**src/rtl/pem_common_param_pkg.sv**
```systemverilog
// Shared PE-memory types: command, counter-increment and scheduler tracker entry.
package pem_common_param_pkg;

  localparam int PEM_REG_ID_W = 6;
  localparam int PEM_CID_W    = 4;

  typedef struct packed {
    logic [PEM_REG_ID_W-1:0] reg_id;
    logic [PEM_CID_W-1:0]    cid;
  } pem_cmd_t;

  localparam int PEM_CMD_W = $bits(pem_cmd_t);

  typedef struct packed {
    logic inst_inc;
    logic ack_inc;
  } pem_dir_inc_t;

  typedef struct packed {
    pem_dir_inc_t load;
    pem_dir_inc_t store;
  } pem_counter_inc_t;

  localparam int PEM_COUNTER_INC_W = $bits(pem_counter_inc_t);

  typedef enum logic {
    PEM_DIR_LOAD  = 1'b0,
    PEM_DIR_STORE = 1'b1
  } pem_dir_e;

  typedef struct packed {
    logic [PEM_REG_ID_W-1:0] reg_id;
    logic [PEM_CID_W-1:0]    cid;
  } pem_sched_entry_t;

endpackage

```
**src/rtl/pem_ld_st_sched_if.sv**
```systemverilog
// Command, dispatch, completion and counter signals of the load/store scheduler.
// master = command/completion source side, slave = scheduler side.
interface pem_ld_st_sched_if;
  import pem_common_param_pkg::*;

  pem_cmd_t         ld_cmd;
  logic             ld_cmd_vld;
  logic             ld_cmd_rdy;
  pem_cmd_t         st_cmd;
  logic             st_cmd_vld;
  logic             st_cmd_rdy;
  pem_cmd_t         eng_cmd;
  logic             eng_cmd_dir;
  logic             eng_cmd_vld;
  logic             eng_cmd_rdy;
  logic             ld_done;
  logic             st_done;
  pem_counter_inc_t pem_counter_inc;
  logic             err_done_underflow;

  modport master (
    output ld_cmd, ld_cmd_vld, st_cmd, st_cmd_vld, eng_cmd_rdy, ld_done, st_done,
    input  ld_cmd_rdy, st_cmd_rdy, eng_cmd, eng_cmd_dir, eng_cmd_vld,
           pem_counter_inc, err_done_underflow
  );

  modport slave (
    input  ld_cmd, ld_cmd_vld, st_cmd, st_cmd_vld, eng_cmd_rdy, ld_done, st_done,
    output ld_cmd_rdy, st_cmd_rdy, eng_cmd, eng_cmd_dir, eng_cmd_vld,
           pem_counter_inc, err_done_underflow
  );

endinterface

```
**src/rtl/pem_ld_st_tracker.sv**
```systemverilog
// In-order tracker of dispatched, uncompleted commands for one direction.
// With PEM_LD_ST_HAZARD_CHECK_EN the entries are kept for reg_id/cid matching; otherwise occupancy only.
module pem_ld_st_tracker
  import pem_common_param_pkg::*;
#(
  parameter int DEPTH = 4
) (
  input  logic             clk,
  input  logic             s_rst_n,
  input  logic             push_i,
  input  pem_sched_entry_t push_entry_i,
  input  logic             pop_i,
  input  pem_sched_entry_t query_i,
  output logic             full_o,
  output logic             empty_o,
  output logic             match_o
);

  localparam int CNT_W = $clog2(DEPTH + 1);

  logic [CNT_W-1:0] cnt_q, cnt_d;

  // pop_i is only raised when non-empty, push_i only when not full or popping
  assign cnt_d = cnt_q + CNT_W'(push_i) - CNT_W'(pop_i);

  always_ff @(posedge clk) begin
    if (!s_rst_n) cnt_q <= '0;
    else          cnt_q <= cnt_d;
  end

  assign full_o  = (cnt_q == CNT_W'(DEPTH));
  assign empty_o = (cnt_q == '0);

`ifdef PEM_LD_ST_HAZARD_CHECK_EN
  localparam int PTR_W = (DEPTH > 1) ? $clog2(DEPTH) : 1;
  typedef logic [PTR_W-1:0] ptr_t;

  pem_sched_entry_t mem_q [DEPTH];
  logic [DEPTH-1:0] vld_q, vld_d;
  ptr_t             wr_ptr_q, rd_ptr_q;

  function automatic ptr_t ptr_inc(input ptr_t p);
    return (p == ptr_t'(DEPTH - 1)) ? '0 : ptr_t'(p + 1'b1);
  endfunction

  // Clear before set: when full, a same-cycle push and pop hit the same slot.
  always_comb begin
    vld_d = vld_q;
    if (pop_i)  vld_d[rd_ptr_q] = 1'b0;
    if (push_i) vld_d[wr_ptr_q] = 1'b1;
  end

  always_ff @(posedge clk) begin
    if (!s_rst_n) begin
      vld_q    <= '0;
      wr_ptr_q <= '0;
      rd_ptr_q <= '0;
    end else begin
      vld_q <= vld_d;
      if (push_i) wr_ptr_q <= ptr_inc(wr_ptr_q);
      if (pop_i)  rd_ptr_q <= ptr_inc(rd_ptr_q);
    end
  end

  // NOTE: payload storage has no reset; vld_q alone decides which entries are live.
  always_ff @(posedge clk) begin
    if (push_i) mem_q[wr_ptr_q] <= push_entry_i;
  end

  always_comb begin
    match_o = 1'b0;
    for (int i = 0; i < DEPTH; i++) begin
      if (vld_q[i] && (mem_q[i].reg_id == query_i.reg_id || mem_q[i].cid == query_i.cid))
        match_o = 1'b1;
    end
  end
`else
  logic unused_entries;
  assign unused_entries = ^{push_entry_i, query_i};
  assign match_o        = 1'b0;
`endif

endmodule

```
**src/rtl/pem_ld_st_sched.sv**
```systemverilog
// Round-robin load/store scheduler into a single registered dispatch slot, with per-direction
// in-flight trackers and counter pulses. Hazard blocking is enabled by PEM_LD_ST_HAZARD_CHECK_EN.
module pem_ld_st_sched
  import pem_common_param_pkg::*;
#(
  parameter int OUTSTANDING_NB = 4
) (
  input logic               clk,
  input logic               s_rst_n,
  pem_ld_st_sched_if.slave  bus
);

  pem_sched_entry_t ld_entry, st_entry;
  logic             ld_full, ld_empty, ld_hit;
  logic             st_full, st_empty, st_hit;
  logic             ld_pop, st_pop, ld_elig, st_elig, slot_free;
  logic             grant_ld, grant_st;

  logic             eng_vld_q, eng_vld_d;
  pem_cmd_t         eng_cmd_q, eng_cmd_d;
  pem_dir_e         eng_dir_q, eng_dir_d;
  pem_dir_e         last_q, last_d;
  pem_counter_inc_t inc_q, inc_d;
  logic             err_q, err_d;

  assign ld_entry = '{reg_id: bus.ld_cmd.reg_id, cid: bus.ld_cmd.cid};
  assign st_entry = '{reg_id: bus.st_cmd.reg_id, cid: bus.st_cmd.cid};

  // Each tracker is queried with the opposite direction's pending command.
  pem_ld_st_tracker #(.DEPTH(OUTSTANDING_NB)) u_ld_trk (
    .clk          (clk),
    .s_rst_n      (s_rst_n),
    .push_i       (grant_ld),
    .push_entry_i (ld_entry),
    .pop_i        (ld_pop),
    .query_i      (st_entry),
    .full_o       (ld_full),
    .empty_o      (ld_empty),
    .match_o      (ld_hit)
  );

  pem_ld_st_tracker #(.DEPTH(OUTSTANDING_NB)) u_st_trk (
    .clk          (clk),
    .s_rst_n      (s_rst_n),
    .push_i       (grant_st),
    .push_entry_i (st_entry),
    .pop_i        (st_pop),
    .query_i      (ld_entry),
    .full_o       (st_full),
    .empty_o      (st_empty),
    .match_o      (st_hit)
  );

  assign ld_pop    = bus.ld_done & ~ld_empty;
  assign st_pop    = bus.st_done & ~st_empty;
  assign ld_elig   = bus.ld_cmd_vld & (~ld_full | ld_pop) & ~st_hit;
  assign st_elig   = bus.st_cmd_vld & (~st_full | st_pop) & ~ld_hit;
  assign slot_free = ~eng_vld_q | bus.eng_cmd_rdy;

  // Grants are gated by reset so both ready outputs read low while reset is held.
  always_comb begin
    grant_ld = 1'b0;
    grant_st = 1'b0;
    if (s_rst_n && slot_free) begin
      if (ld_elig && st_elig) begin
        grant_ld = (last_q == PEM_DIR_STORE);
        grant_st = ~grant_ld;
      end else begin
        grant_ld = ld_elig;
        grant_st = st_elig;
      end
    end
  end

  // NOTE: every combinational output gets a default first so no latch can be inferred.
  always_comb begin
    eng_vld_d = eng_vld_q & ~bus.eng_cmd_rdy;
    eng_cmd_d = eng_cmd_q;
    eng_dir_d = eng_dir_q;
    last_d    = last_q;
    if (grant_ld) begin
      eng_vld_d = 1'b1;
      eng_cmd_d = bus.ld_cmd;
      eng_dir_d = PEM_DIR_LOAD;
      last_d    = PEM_DIR_LOAD;
    end else if (grant_st) begin
      eng_vld_d = 1'b1;
      eng_cmd_d = bus.st_cmd;
      eng_dir_d = PEM_DIR_STORE;
      last_d    = PEM_DIR_STORE;
    end
    inc_d                = '0;
    inc_d.load.inst_inc  = grant_ld;
    inc_d.load.ack_inc   = ld_pop;
    inc_d.store.inst_inc = grant_st;
    inc_d.store.ack_inc  = st_pop;
    err_d = err_q | (bus.ld_done & ld_empty) | (bus.st_done & st_empty);
  end

  always_ff @(posedge clk) begin
    if (!s_rst_n) begin
      eng_vld_q <= 1'b0;
      eng_cmd_q <= '0;
      eng_dir_q <= PEM_DIR_LOAD;
      last_q    <= PEM_DIR_STORE;
      inc_q     <= '0;
      err_q     <= 1'b0;
    end else begin
      eng_vld_q <= eng_vld_d;
      eng_cmd_q <= eng_cmd_d;
      eng_dir_q <= eng_dir_d;
      last_q    <= last_d;
      inc_q     <= inc_d;
      err_q     <= err_d;
    end
  end

  assign bus.ld_cmd_rdy         = grant_ld;
  assign bus.st_cmd_rdy         = grant_st;
  assign bus.eng_cmd_vld        = eng_vld_q;
  assign bus.eng_cmd            = eng_cmd_q;
  assign bus.eng_cmd_dir        = eng_dir_q;
  assign bus.pem_counter_inc    = inc_q;
  assign bus.err_done_underflow = err_q;

endmodule

```
**src/flat_wrapper.sv**
```systemverilog
// flat-port wrapper written by rule: the top's interface ports become plain ports
module pem_ld_st_sched_flat import pem_common_param_pkg::*;
#(
  parameter int OUTSTANDING_NB = 4
)
  (clk, s_rst_n, bus_ld_cmd, bus_ld_cmd_vld, bus_st_cmd, bus_st_cmd_vld, bus_eng_cmd_rdy, bus_ld_done, bus_st_done, bus_ld_cmd_rdy, bus_st_cmd_rdy, bus_eng_cmd, bus_eng_cmd_dir, bus_eng_cmd_vld, bus_pem_counter_inc, bus_err_done_underflow);
  pem_ld_st_sched_if bus_i ();
  input logic clk;
  input logic s_rst_n;
  input wire logic [$bits(bus_i.ld_cmd)-1:0] bus_ld_cmd;
  input wire logic [$bits(bus_i.ld_cmd_vld)-1:0] bus_ld_cmd_vld;
  input wire logic [$bits(bus_i.st_cmd)-1:0] bus_st_cmd;
  input wire logic [$bits(bus_i.st_cmd_vld)-1:0] bus_st_cmd_vld;
  input wire logic [$bits(bus_i.eng_cmd_rdy)-1:0] bus_eng_cmd_rdy;
  input wire logic [$bits(bus_i.ld_done)-1:0] bus_ld_done;
  input wire logic [$bits(bus_i.st_done)-1:0] bus_st_done;
  output wire logic [$bits(bus_i.ld_cmd_rdy)-1:0] bus_ld_cmd_rdy;
  output wire logic [$bits(bus_i.st_cmd_rdy)-1:0] bus_st_cmd_rdy;
  output wire logic [$bits(bus_i.eng_cmd)-1:0] bus_eng_cmd;
  output wire logic [$bits(bus_i.eng_cmd_dir)-1:0] bus_eng_cmd_dir;
  output wire logic [$bits(bus_i.eng_cmd_vld)-1:0] bus_eng_cmd_vld;
  output wire logic [$bits(bus_i.pem_counter_inc)-1:0] bus_pem_counter_inc;
  output wire logic [$bits(bus_i.err_done_underflow)-1:0] bus_err_done_underflow;
  assign bus_i.ld_cmd = bus_ld_cmd;
  assign bus_i.ld_cmd_vld = bus_ld_cmd_vld;
  assign bus_i.st_cmd = bus_st_cmd;
  assign bus_i.st_cmd_vld = bus_st_cmd_vld;
  assign bus_i.eng_cmd_rdy = bus_eng_cmd_rdy;
  assign bus_i.ld_done = bus_ld_done;
  assign bus_i.st_done = bus_st_done;
  assign bus_ld_cmd_rdy = bus_i.ld_cmd_rdy;
  assign bus_st_cmd_rdy = bus_i.st_cmd_rdy;
  assign bus_eng_cmd = bus_i.eng_cmd;
  assign bus_eng_cmd_dir = bus_i.eng_cmd_dir;
  assign bus_eng_cmd_vld = bus_i.eng_cmd_vld;
  assign bus_pem_counter_inc = bus_i.pem_counter_inc;
  assign bus_err_done_underflow = bus_i.err_done_underflow;
  pem_ld_st_sched #(.OUTSTANDING_NB(OUTSTANDING_NB)) u_core (.clk(clk), .s_rst_n(s_rst_n), .bus(bus_i));
endmodule
```
**config.mk**
```make
export PLATFORM = sky130hd
export DESIGN_NAME = pem_ld_st_sched_flat
export DESIGN_NICKNAME = d
export VERILOG_FILES = /design/src/rtl/pem_common_param_pkg.sv /design/src/rtl/pem_ld_st_sched_if.sv /design/src/rtl/pem_ld_st_tracker.sv /design/src/rtl/pem_ld_st_sched.sv /design/src/flat_wrapper.sv
export SDC_FILE = /design/constraint.sdc
export NUM_CORES = 1
export LEC_CHECK = 0
export CAP_MARGIN = 20
export CORE_MARGIN = 2
export CORE_UTILIZATION = 48
export CTS_BUF_LIST = sky130_fd_sc_hd__clkbuf_8
export CTS_CLUSTER_DIAMETER = 50
export CTS_CLUSTER_SIZE = 30
export DETAILED_ROUTE_END_ITERATION = 8
export GPL_ROUTABILITY_DRIVEN = 0
export PLACE_DENSITY_LB_ADDON = 0.15
export REMOVE_ABC_BUFFERS = 1
export SLEW_MARGIN = 10
export SYNTH_ARGS = -nofsm -noshare
export SYNTH_HDL_FRONTEND = slang
export SYNTH_SLANG_ARGS = --single-unit
```
**constraint.sdc**
```tcl
create_clock -name clk -period 7.3 [get_ports clk]
set_input_delay 2.19 -clock clk [delete_from_list [all_inputs] [get_ports clk]]
set_output_delay 2.19 -clock clk [all_outputs]
set_load 0.02 [all_outputs]
```
* Yosys cells after proc, flatten, opt, wreduce, memory -nomap -nowiden
Index checks and enable logic that the tools add are counted.
Cells by class: add/subtract/negate cells 4, equality and inequality tests 2, multiplexer cells 10, bitwise operators 20, reductions and logical operators 6
Operator list (count):
- two-way mux 10 bit | 2
- two-way mux 1 bit | 8
- NOT 1 bit | 8
- bitwise AND 1 bit | 7
- adder 3 x 1 -> 3 bit | 2
- == test 3 bit, second input constant | 2
- zero test 3 bit | 2
- subtractor 3 x 1 -> 3 bit | 2
- OR 1 bit | 5
- logical AND 1 bit | 2
- nonzero test 2 bit | 1
- OR reduction 2 bit | 1
Word-level totals: register bits after elaboration 24, input bits 27

* Logic depth before layout (Yosys ltp)
depth after elaboration 10, depth in mapped cells 12

* Cells and area by module
A second synthesis with hierarchy kept.
Unflattened totals: cell total of the unflattened synthesis 114, area total of the unflattened synthesis 1154.9 µm²
By module, submodules not included:
- pem_ld_st_sched | instances 1, cells each 80, area each 787.0 µm², sequential area each 360.3 µm²
- pem_ld_st_tracker | instances 2, cells each 17, area each 183.9 µm², sequential area each 60.1 µm²

* Least setup slack after synthesis
Ideal clock, no wire load.
kind input -> output, from in bus_ld_done, to out bus_st_cmd_rdy, arrival time 3.322 ns, path slack 1.788 ns, cell stages on the path 3, buffers on the path 1, path through or4b_1 > buf_6 > a311oi_2
Between the ends: word-level cells in the longest chain between the ends 6
Ends and longest elaborated chain:
- start, declared | line flat_wrapper.sv:15 | input wire logic [$bits(bus_i.ld_done)-1:0] bus_ld_done;
- bitwise AND 1 bit | line pem_ld_st_sched.sv:54 | assign ld_pop = bus.ld_done & ~ld_empty;
- OR 1 bit | line pem_ld_st_sched.sv:56 | assign ld_elig = bus.ld_cmd_vld & (~ld_full | ld_pop) & ~st_hit;
- bitwise AND 1 bit | line pem_ld_st_sched.sv:56
- logical AND 1 bit | line pem_ld_st_sched.sv:65 | if (ld_elig && st_elig) begin
- two-way mux 1 bit | line pem_ld_st_sched.sv:65
- two-way mux 1 bit | line pem_ld_st_sched.sv:64 | if (s_rst_n && slot_free) begin
- end, declared | line flat_wrapper.sv:18 | output wire logic [$bits(bus_i.st_cmd_rdy)-1:0] bus_st_cmd_rdy;
Every way passes these cells.

* Worst setup path in the final report
from in bus_st_done, to out bus_ld_cmd_rdy
Between the ends: word-level cells in the longest chain between the ends 6
Ends and longest elaborated chain:
- start, declared | line flat_wrapper.sv:16 | input wire logic [$bits(bus_i.st_done)-1:0] bus_st_done;
- bitwise AND 1 bit | line pem_ld_st_sched.sv:55 | assign st_pop = bus.st_done & ~st_empty;
- OR 1 bit | line pem_ld_st_sched.sv:57 | assign st_elig = bus.st_cmd_vld & (~st_full | st_pop) & ~ld_hit;
- bitwise AND 1 bit | line pem_ld_st_sched.sv:57
- logical AND 1 bit | line pem_ld_st_sched.sv:65
- two-way mux 1 bit | line pem_ld_st_sched.sv:65
- two-way mux 1 bit | line pem_ld_st_sched.sv:64
- end, declared | line flat_wrapper.sv:17 | output wire logic [$bits(bus_i.ld_cmd_rdy)-1:0] bus_ld_cmd_rdy;
Every way passes these cells.

==> metrics.cfg <==
[grt]
grt_use_total_pct = 20.60
antenna_found_initial = 0
met2_usage_pct = 37.20
top_usage_layer = met2
grt_pass1_wl_um = 4381
grtUsageMet3_pct = 4.444
grt_overflow_total = 0
met1_usage_pct = 23.97
grt_max_degree = 18
grt_pass1_vias = 1012

[synth]
ys_seq_area_share_pct = 40.38
netlist.area_leader.share_pct = 40.38
synthesis.instances = 124
yosysTopAreaCell = dfxtp_1
yosys_warnings = 0
synth-main-ff-cell = dfxtp_1
synth_seq_cells = 24
synth.distinct_cells = 37
synth.avg_cell_area_um2 = 9.596
synth_area_leaders = dfxtp_1 40%, a311oi_1 8.1%, a21oi_1 4.2%
synth_area_um2 = 1190
synth-edff-count = 0
synthArstFlopShare_pct = 0

[floorplan]
dieArea_um2 = 2893
die_w_um = 53.79
start_util_pct = 49.38
core_area_um2 = 2410
num_rows = 18
die_h_um = 53.79
ios = 46

[route]
dr.pass1.iters = 4
via_count = 1105
wl_um = 2843
ant_nets = 0
drc = 0
drt_iter0_drc = 15
vias_per_cell = 5.638
wire_per_inst_um = 14.51

[clocking]
cts_buffers = 3
post_cts_resized = 0
postCtsSetupBuffers = 0
worstSkewPairLatency_ns = 0.27
htreeDepth = 1
cts_sinks = 24
clk_pin_slew_worst_paths_ns = 0.08
root_buffer = clkbuf_8
cts_buffer_depth = 2
cts_hold_buf = 0
cts_tree = done

[setup_path]
critPathLaunch = bus_st_done
cp-end-kind = primary output
worst-path-max-fanout = 13
cp.arrival_ns = 4.35
timing.rr.end = u_core.u_st_trk.cnt_q[2]
reg2regPathDepth = 10
crit_type = in2out
rrSetupSlack_ns = 4.39
rr_startpoint = u_core.u_ld_trk.cnt_q[1]
worstPathRequired_ns = 5.11
crit_path_start_kind = input pin

[timing]
maxSlewHeadroom_pct = 54.17
fin_ws_ns = 0.7631
worst_pin_slew_ns = 0.6849
hold_ws_ns = 0.4968
setup-tns-final_ns = 0
period_minus_slack_ns = 6.537
fmax_mhz = 153.0
final-max-slew-violation-count = 0
rsz0062_at_grt = no
hold_viol_final = 0
setup_viol = 0
finalCritPeriodShare_pct = 89.55
skew_ns = 0.005383

[finish]
nets = 199
area_growth_pct = 41.96
final_area_um2 = 1689
nFillCells = 203
diodes = 0
drive_gt1_share_pct = 6.627
fin_cells = 196

[placement]
place_ws_ns = 0.7521
dp_cells = 192
port_buffers = 45
dp_hpwl_um = 2081
place_area_um2 = 1618

[flow_run]
cap_violations = 0

[status]
run_status = complete, no violations

[hold_path]
hp-class = reg2reg
min_from = u_core.bus.err_done_underflow
hold_path_depth = 2
holdPathEnd = u_core.bus.err_done_underflow

[power_and_ir_drop]
ir_worst_vdd_mv = 0.2108
p_leak_nw = 0.6155
power_density_nw_per_um2 = 284.3

[kinds of logic after synthesis]
logic type,Yosys count,share of synthesized area (%)
flip-flops,24,40.38
adder cells (fa/ha/maj),5,6.520
AO/OA/AOI/OAI,39,22.61
buffers and inverters,13,6.939
AND/OR/NAND/NOR,38,19.87
XOR/XNOR,5,3.680
[cells in the final DEF (no fill, tap or decap), types with 3 or more instances in the layout]
| cell | instances |
|---|---|
| a21oi_1 | 10 |
| a311oi_1 | 11 |
| and2_1 | 4 |
| clkbuf_8 | 3 |
| clkdlybuf4s50_1 | 45 |
| dfxtp_1 | 24 |
| ha_1 | 3 |
| inv_1 | 5 |
| nand2_1 | 3 |
| nand3_1 | 10 |
| nor2_1 | 8 |
| o21ai_1 | 10 |
| xnor2_1 | 4 |
[cell type report]
cell class | instances | area [um2] | share of cell area (%)
sequential | 24 | 480.5 | 28.44
multi-input combinational | 87 | 626.9 | 37.11
inverter | 6 | 22.52 | 1.333
clock inverter | 1 | 30.03 | 1.778
clock buffer | 3 | 41.29 | 2.444
tap | 30 | 37.54 | 2.222
timing repair buffer | 45 | 450.4 | 26.67
[synthesized netlist by cell type, drive strengths merged, types with 2 or more instances]
| master | number |
|---|---|
| a311oi | 12 |
| fa | 2 |
| buf | 6 |
| nand2 | 3 |
| nor3 | 2 |
| dfxtp | 24 |
| and2 | 4 |
| nand2b | 2 |
| a21oi | 11 |
| nor2b | 2 |
| ha | 3 |
| o21ai | 11 |
| nand3 | 10 |
| nor2 | 9 |
| inv | 6 |
| or4b | 2 |
| xnor2 | 4 |
[per-stage QoR]
stage / utilization [%] / power (mW)
6_report: 70.09 / 0.4802
5_1_grt: 70.09 / 0.5125
4_1_cts: 70.09 / 0.4838
3_5_place_dp: 67.13 / 0.3673
3_3_place_gp: 67.13 / 0.3621
2_1_floorplan: - / 0.3020
[worst max-delay path: stages]
cell and delay (ns):
clkdlybuf4s50_1 0.44, or4b_4 0.55, and3b_1 0.37, nor2_4 0.18, clkdlybuf4s50_1 0.62
[worst max path at each step]
| stage | end | slack (ns) |
|---|---|---|
| floorplan | bus_st_cmd_rdy | 1.77 |
| global placement | bus_st_cmd_rdy | 0.79 |
| detailed placement | bus_ld_cmd_rdy | 0.75 |
| CTS | bus_ld_cmd_rdy | 0.75 |
| global route | bus_ld_cmd_rdy | 0.66 |
| finish | bus_ld_cmd_rdy | 0.76 |
[registers in the layout, summed over array words and instances, names as in the netlist]
name	flops
u_core.bus.eng_cmd_vld	1
u_core.last_q	1
u_core.bus.err_done_underflow	1
u_core.bus.pem_counter_inc	4
u_core.u_st_trk.cnt_q	3
u_core.bus.eng_cmd	10
u_core.u_ld_trk.cnt_q	3
u_core.bus.eng_cmd_dir	1
[layer usage]
layer  share of wire [%]  wire length, um  up-vias
met5                   0                0        -
met4                 1.0               29        0
met3                 7.2              206        5
met2                  50             1412       37
met1                  42             1194      519
li1                    -                -      544
[report_power, final]
| part | internal (mW) | switching [mW] |
|---|---|---|
| Combinational | 0.0934 | 0.0913 |
| Sequential | 0.158 | 0.0203 |
| Clock | 0.0733 | 0.0434 |
| Total | 0.325 | 0.155 |
No activity file was read; power rests on OpenSTA's default activity.
